## src/rtl/tile_plotter.sv

```systemverilog
// Tile plotter: on each accepted event it scans one tile of pixels at the cursor
// position, then advances the cursor over a ROWS x COLS board, column by column.
module tile_plotter #(
    parameter int ROWS   = 5,
    parameter int COLS   = 6,
    parameter int X0     = 28,
    parameter int Y0     = 30,
    parameter int XPITCH = 11,
    parameter int YPITCH = 8,
    parameter int TILE_W = 9,
    parameter int TILE_H = 6
) (
    input  logic       clock,
    input  logic       reset,
    input  logic       evt_valid,
    input  logic [1:0] evt_code,
    output logic       evt_ready,
    output logic [7:0] x,
    output logic [7:0] y,
    output logic [2:0] colour,
    output logic       plot,
    output logic       done,
    output logic       board_full,
    output logic [4:0] cur_row,
    output logic [4:0] cur_col
);

    typedef enum logic [1:0] {IDLE, DRAW, ADVANCE} state_t;

    state_t     state;
    state_t     state_next;
    logic [1:0] code_q;
    logic       fill_q;
    logic [3:0] dx;
    logic [3:0] dy;
    logic [3:0] dx_next;
    logic [3:0] dy_next;
    logic       start;
    logic       last_px;

    // Pixel coordinates wrap modulo 256 by truncation of the full-width sum.
    function automatic logic [7:0] pix_x(input logic [4:0] col, input logic [3:0] d);
        return 8'(X0 + int'(col) * XPITCH + int'(d));
    endfunction

    function automatic logic [7:0] pix_y(input logic [4:0] row, input logic [3:0] d);
        return 8'(Y0 + int'(row) * YPITCH + int'(d));
    endfunction

    function automatic logic on_border(input logic [3:0] px, input logic [3:0] py);
        return (px == 4'd0) || (px == 4'(TILE_W - 1)) ||
               (py == 4'd0) || (py == 4'(TILE_H - 1));
    endfunction

    always_ff @(posedge clock) begin
        if (reset) state <= IDLE;
        else       state <= state_next;
    end

    always_comb begin
        state_next = state;
        evt_ready  = 1'b0;
        start      = 1'b0;
        last_px    = (dx == 4'(TILE_W - 1)) && (dy == 4'(TILE_H - 1));
        dx_next    = dx + 4'd1;
        dy_next    = dy;
        if (dx == 4'(TILE_W - 1)) begin
            dx_next = 4'd0;
            dy_next = dy + 4'd1;
        end
        case (state)
            IDLE: begin
                evt_ready = 1'b1;
                // Code 00 and, on a full board, codes 01/10 are consumed silently.
                if (evt_valid && (evt_code == 2'b11 || (evt_code != 2'b00 && !board_full))) begin
                    start      = 1'b1;
                    state_next = DRAW;
                end
            end
            DRAW:    if (last_px) state_next = ADVANCE;
            ADVANCE: state_next = IDLE;
            default: state_next = IDLE;
        endcase
    end

    always_ff @(posedge clock) begin
        if (reset) begin
            code_q     <= 2'b00;
            fill_q     <= 1'b0;
            dx         <= 4'd0;
            dy         <= 4'd0;
            x          <= 8'd0;
            y          <= 8'd0;
            colour     <= 3'd0;
            plot       <= 1'b0;
            done       <= 1'b0;
            board_full <= 1'b0;
            cur_row    <= 5'd0;
            cur_col    <= 5'd0;
        end else begin
            plot <= 1'b0;
            done <= 1'b0;
            case (state)
                IDLE: begin
                    // The first pixel is registered at acceptance so it appears next cycle.
                    if (start) begin
                        code_q <= evt_code;
                        fill_q <= (evt_code != 2'b11);
                        colour <= (evt_code == 2'b10) ? 3'b100 : 3'b111;
                        dx     <= 4'd0;
                        dy     <= 4'd0;
                        x      <= pix_x(cur_col, 4'd0);
                        y      <= pix_y(cur_row, 4'd0);
                        plot   <= 1'b1;
                    end
                end
                DRAW: begin
                    if (last_px) begin
                        done <= 1'b1;
                    end else begin
                        dx   <= dx_next;
                        dy   <= dy_next;
                        x    <= pix_x(cur_col, dx_next);
                        y    <= pix_y(cur_row, dy_next);
                        plot <= fill_q || on_border(dx_next, dy_next);
                    end
                end
                ADVANCE: begin
                    case (code_q)
                        2'b01: begin
                            if (cur_row < 5'(ROWS - 1)) begin
                                cur_row <= cur_row + 5'd1;
                            end else if (cur_col < 5'(COLS - 1)) begin
                                cur_row <= 5'd0;
                                cur_col <= cur_col + 5'd1;
                            end else begin
                                board_full <= 1'b1;
                            end
                        end
                        2'b10:   cur_row <= 5'd0;
                        default: ;
                    endcase
                end
                default: ;
            endcase
        end
    end

endmodule

```

## config.mk

```make
export PLATFORM = sky130hd
export DESIGN_NAME = tile_plotter
export DESIGN_NICKNAME = d
export VERILOG_FILES = /design/src/rtl/tile_plotter.sv
export SDC_FILE = /design/constraint.sdc
export NUM_CORES = 1
export LEC_CHECK = 0
export CAP_MARGIN = 20
export CORE_AREA = 2 2 99 101
export CTS_CLUSTER_DIAMETER = 50
export DETAILED_ROUTE_END_ITERATION = 16
export DIE_AREA = 0 0 101 103
export PLACE_DENSITY_LB_ADDON = 0.1
export SLEW_MARGIN = 20
export SYNTH_ARGS = -nofsm -noshare
export SYNTH_HDL_FRONTEND = slang
export SYNTH_SLANG_ARGS = --single-unit
```

## constraint.sdc

```tcl
create_clock -name clock -period 8.95 [get_ports clock]
set_input_delay 1.3425 -clock clock [delete_from_list [all_inputs] [get_ports clock]]
set_output_delay 1.3425 -clock clock [all_outputs]
set_load 0.1 [all_outputs]
```

==> flow_metrics.py, run 1 <==
metrics = {
    "power_and_ir_drop": {
        "ir_drop_mv": 0.0570,
        "pwr_density_cell_nw_per_um2": 141,
        "cellLeakagePower_nw": 1.31,
    },
    "placed_design": {
        "port_buffers": 37,
        "gp_congestion": 0.751,
        "hpwl_mm": 4.55,
        "placed_cell_area_um2": 3130,
    },
    "synthesis": {
        "synth.distinct_cells": 58,
        "seq_area_frac_synth_pct": 32.3,
        "synth_cells": 301,
        "yosysMostFrequentCell": "dfxtp_1",
        "yosysWarnings": 0,
        "syn_area_per_cell_um2": 8.87,
        "synth-seq-cells": 43,
        "synth_nets": 336,
        "yosysTopAreaCellShare_pct": 32.3,
        "synthArstFlopShare_pct": 0,
        "yosys.area.top_type": "dfxtp_1",
        "syn_area_um2": 2670,
        "synth_common_cells": "dfxtp_1, nor2_1, inv_1",
        "synth_edf_count": 0,
        "synth_area_leaders": "dfxtp_1, ha_1, nor2_1, xnor2_1, inv_1",
        "yosys_most_used_dff": "dfxtp_1",
    },
    "sta": {
        "post-route-min-period_ns": 3.42,
        "drv_slew": 0,
        "tns_ns": 0,
        "skew_ns": 0.00733,
        "fmax_mhz": 292,
        "slew_headroom_pct": 33.6,
        "hold_ws_ns": 0.460,
        "grt_setup_unrepaired": "no",
        "setup_viol_count_final": 0,
        "worstMarginPinSlew_ns": 0.993,
        "finalHoldViolCount": 0,
        "finalCritPeriodShare_pct": 38.2,
    },
    "critical_path": {
        "startpoint": "cur_col[0]$_SDFFE_PP0P_",
        "cpMaxStageDelayCell": "fa_1",
        "crit_fanout": 6,
        "crit_arrival_ns": 3.65,
        "crit_type": "flop to flop",
        "path_cells": "inv_1 > fa_1 > fa_1 > fa_1 > xor2_1 > or3_4 > nor4b_4 > xnor3_1 > a211oi_2",
        "crit_buf_inv": 1,
        "cp-end-kind": "flop",
        "cpMostUsedCell": "fa_1",
        "cp.required_ns": 9.18,
        "critPathMaxStageDelay_ns": 0.59,
        "start_kind": "flop",
        "crit_family": "adder cells",
        "rr_startpoint": "cur_col[0]$_SDFFE_PP0P_",
    },
    "finish": {
        "fillCellCount": 1013,
        "n_antenna_cell": 0,
        "final_nets": 369,
        "drive_gt1_share_pct": 5.37,
        "area.growth.synth_to_final_pct": 20.6,
        "finalInstanceArea_um2": 3220,
    },
    "grt": {
        "antenna_found_initial": 0,
        "gr-usage-met2_pct": 19.9,
        "track_usage_pct": 12.5,
        "grt_pass1_wl_mm": 10.4,
        "met1_usage_pct": 17.2,
        "grt_pass1_vias": 2146,
        "grt_max_degree": 41,
        "use_met3_pct": 2.85,
        "grt_busiest_layer": "met2",
        "grt.overflow.total": 0,
    },
    "clocking": {
        "ctsHoldBuffers": 0,
        "root_buffer": "clkbuf_8",
        "cts_max_level": 2,
        "cts_buffers": 5,
        "cts_tree": "built",
        "ctsResizeCount": 0,
        "clock-sinks": 43,
        "insertion_delay_ns": 0.30,
        "postCtsSetupBuffers": 0,
        "clk_pin_slew_ns": 0.08,
        "clockBufferDepth": 2,
    },
    "die": {
        "start_util_pct": 28.2,
        "num_rows": 36,
        "die-area_um2": 10400,
        "core_um2": 9460,
        "die_h_um": 103,
        "pin_count": 38,
        "fp.dieW_um": 101,
    },
    "route": {
        "first_pass_iters": 4,
        "wl_mm": 6.11,
        "vias_per_cell": 4.68,
        "drc": 0,
        "post_drt_wl_per_cell_um": 13.6,
        "via_count": 2100,
        "drtAntennaViolNets": 0,
        "drt_iter0_markers": 53,
    },
    "worst_hold_path": {
        "min_path_type": "flop to flop",
        "hp-start": "x[1]$_SDFFE_PP0P_",
    },
    "run": {
        "drv_cap": 0,
    },
    "status": {
        "outcome": "complete, no violations",
    },
}
stage by stage:
stage	setup WS [ns]	instances	utilization (%)	power [mW]
6_report	5.53	449	34.0	0.455
5_1_grt	5.32	449	34.0	0.476
4_1_cts	5.50	449	34.0	0.463
3_5_place_dp	5.50	441	33.1	0.334
3_3_place_gp	5.64	440	33.0	0.333
2_1_floorplan	4.90	301	-	0.306
final cells by class:
class                   instances  area [um2]  share of cell area, %
clock buffers                   6        72.6                   2.26
repair buffers                 39         389                   12.1
flip-flops and latches         43         861                   26.7
clock inverters                 2        12.5                  0.389
well taps                     114         143                   4.43
inverters                      28         105                   3.27
multi-input cells             217        1640                   50.8
registers in the layout, summed over array words and instances, names as in the netlist, 2 cells and up:
register,cells
code_q,2
colour,2
cur_col,5
cur_row,5
dx,4
dy,3
state,2
x,8
y,8
worst paths after layout:
check	cells after the start	end	slack, ns
max reg2reg	9	x[7]$_SDFFE_PP0P_	5.53
max	9	x[7]$_SDFFE_PP0P_	5.53
min	2	x[1]$_SDFFE_PP0P_	0.46
min reg2reg	2	x[1]$_SDFFE_PP0P_	0.46
per-layer routing:
layer	vias to the layer above	part of all wire [%]	wire (um)
met1	963	52	3170
met2	27	44	2670
met5	-	0	0
met3	4	3.6	219
li1	1106	-	-
met4	0	0.87	53
cell usage in the layout (no fill, tap or decap), drive strengths merged, types with 2 or more instances in the layout:
cell type / count
clkbuf: 6
o211ai: 3
a21o: 6
and2: 2
clkdlybuf4s50: 37
nor3: 4
xor2: 6
inv: 28
o2bb2ai: 2
xnor2: 13
a211oi: 10
a21oi: 16
nand3: 5
nand2: 19
a31oi: 3
or3: 4
buf: 2
nand4b: 3
nand2b: 3
o21a: 3
ha: 25
nand3b: 3
dfxtp: 43
nor3b: 5
o21ai: 11
nor2: 34
nor2b: 5
mux2i: 2
a311oi: 4
a22o: 2
fa: 5
power breakdown:
group	internal [mW]	switching, mW
combinational	0.0291	0.0923
clock	0.0547	0.0716
sequential	0.201	0.00602
total	0.285	0.170
cell families after synthesis:
| logic type | after synthesis | share of synthesized area (%) |
|---|---|---|
| compound gates | 67 | 17.4 |
| xor+xnor | 20 | 7.08 |
| fa+ha+maj | 31 | 15.8 |
| buf+inv | 41 | 6.47 |
| flops | 43 | 32.3 |
| mux | 2 | 0.750 |
| simple gates | 97 | 20.2 |
tightest hold or removal path, delay by kind of cell (launching register included):
kind            cells  cell delay, ns
compound gates      1            0.05
flops               1            0.32
simple gates        1            0.05
(Power assumes the default switching activity.)
==> run 2: changes to the inputs <==
Clock period 8.95 ns to 3.3 ns, I/O delays scaled along.
==> flow_metrics.py, run 2 (synthesis results as in run 1) <==
metrics = {
    "route": {
        "first_pass_iters": 4,
        "drtAntennaViolNets": 0,
        "drt_iter0_markers": 54,
        "post_drt_wl_per_cell_um": 14.0,
        "drc": 0,
        "vias_per_cell": 4.76,
        "wl_mm": 6.32,
        "via_count": 2147,
    },
    "finish": {
        "drive_gt1_share_pct": 9.79,
        "fin_cells": 451,
        "area.growth.synth_to_final_pct": 22.1,
        "seq_area_um2": 877,
        "reg.largest.list": "x: 8 flops, y: 8 flops",
        "fin_util_pct": 34.4,
        "multi_input_area_um2": 1640,
        "final_cell_mix": "dfxtp_1, nor2_1, clkdlybuf4s50_1, inv_1, ha_1",
        "finalInstanceArea_um2": 3260,
        "layout_commonest_cell": "dfxtp_1",
        "n_antenna_cell": 0,
        "fillCellCount": 989,
        "final_nets": 371,
    },
    "sta": {
        "drv_slew": 0,
        "setup_slack_ns": 0.145,
        "tns_ns": 0,
        "post-route-min-period_ns": 3.16,
        "finalHoldViolCount": 0,
        "worstMarginPinSlew_ns": 0.990,
        "finalCritPeriodShare_pct": 95.6,
        "hold_ws_ns": 0.455,
        "slew_headroom_pct": 33.8,
        "setup_viol_count_final": 0,
        "grt_setup_unrepaired": "no",
        "skew_ns": 0.00613,
        "fmax_mhz": 317,
    },
    "critical_path": {
        "crit_buf_inv": 1,
        "critPathMaxStageDelay_ns": 0.54,
        "cp.required_ns": 3.53,
        "cp-end-kind": "flop",
        "crit_type": "flop to flop",
        "reg2reg_slack_ns": 0.14,
        "cpMaxStageDelayCell": "fa_1",
        "crit_family": "adder cells",
        "crit_arrival_ns": 3.38,
        "path_cells": "inv_4 > fa_1 > fa_1 > fa_2 > xor2_1 > or3_4 > nor4b_4 > xnor3_1 > a211oi_2",
        "cpMostUsedCell": "fa_1",
        "crit_fanout": 6,
        "start_kind": "flop",
    },
    "clocking": {
        "root_buffer": "clkbuf_8",
        "cts_buffers": 5,
        "ctsResizeCount": 0,
        "clk_pin_slew_ns": 0.09,
        "ctsHoldBuffers": 0,
        "insertion_delay_ns": 0.30,
        "clock-sinks": 43,
        "cts_max_level": 2,
        "postCtsSetupBuffers": 0,
        "clockBufferDepth": 2,
        "cts_tree": "built",
    },
    "grt": {
        "grt_pass1_vias": 2067,
        "use_met3_pct": 2.78,
        "track_usage_pct": 12.8,
        "grt.overflow.total": 0,
        "grt_max_degree": 27,
        "antenna_found_initial": 0,
        "gr-usage-met2_pct": 20.3,
        "grt_busiest_layer": "met2",
        "met1_usage_pct": 17.7,
        "grt_pass1_wl_mm": 10.4,
    },
    "placed_design": {
        "dp_slack_ns": 0.147,
        "port_buffers": 37,
        "placed_cell_area_um2": 3160,
        "hpwl_mm": 4.85,
        "gp_congestion": 0.823,
        "placed_cells_incl_taps": 443,
    },
    "power_and_ir_drop": {
        "cellLeakagePower_nw": 1.34,
        "power_switching_mw": 0.464,
        "ir_drop_mv": 0.178,
        "pwr_density_cell_nw_per_um2": 392,
        "power_mw": 1.28,
        "swShare_pct": 36.4,
        "clockPowerShare_pct": 30.4,
        "power.internal_mw": 0.813,
        "power_frac_comb_pct": 25.9,
        "seq_power_share_pct": 43.7,
    },
    "die": {
        "die-area_um2": 10400,
        "start_util_pct": 28.2,
        "core_um2": 9460,
        "num_rows": 36,
        "die_h_um": 103,
        "fp.dieW_um": 101,
        "pin_count": 38,
    },
    "worst_hold_path": {
        "min_path_type": "flop to flop",
    },
    "status": {
        "outcome": "complete, no violations",
    },
    "run": {
        "drv_cap": 0,
    },
}
==> run 2: power groups by stage <==
stage,clock (mW),sequential [mW],combinational [mW]
floorplan,0,0.721,0.106
global placement,0,0.571,0.334
detailed placement,0,0.571,0.334
CTS,0.407,0.559,0.334
global route,0.426,0.563,0.349
finish,0.388,0.558,0.331
==> run 2: layout make-up <==
class	count	share of cell area, %
inverters	28	3.30
flip-flops and latches	43	26.9
clock inverters	1	0.192
well taps	114	4.38
clock buffers	7	2.96
repair buffers	41	12.0
multi-input cells	217	50.3
==> run 2: layer usage <==
layer / wire length (um) / part of all wire (%)
met1: 3280 / 52
met4: 74 / 1.2
met3: 177 / 2.8
met5: 0 / 0
met2: 2800 / 44
==> run 2: worst reg2reg max path: stages (launching register included) <==
cell and delay, ns:
dfxtp_4 0.40, inv_4 0.06, fa_1 0.54, fa_1 0.46, fa_2 0.42, xor2_1 0.17, or3_4 0.36, nor4b_4 0.21
xnor3_1 0.25, a211oi_2 0.20
==> run 2: path summary, 6_finish.rpt <==
path                                 from           endpoint  cells after the start
setup / recovery  cur_col[0]$_SDFFE_PP0P_  x[7]$_SDFFE_PP0P_                      9
hold / removal          x[1]$_SDFFE_PP0P_  x[1]$_SDFFE_PP0P_                      2
setup reg to reg  cur_col[0]$_SDFFE_PP0P_  x[7]$_SDFFE_PP0P_                      9
hold reg to reg         x[1]$_SDFFE_PP0P_  x[1]$_SDFFE_PP0P_                      2
==> run 3: changes to the inputs <==
Settings changed: TNS_END_PERCENT set to 20.
==> results of run 3 <==
No change in the layout: final DEF, timing and power equal those of run 2.
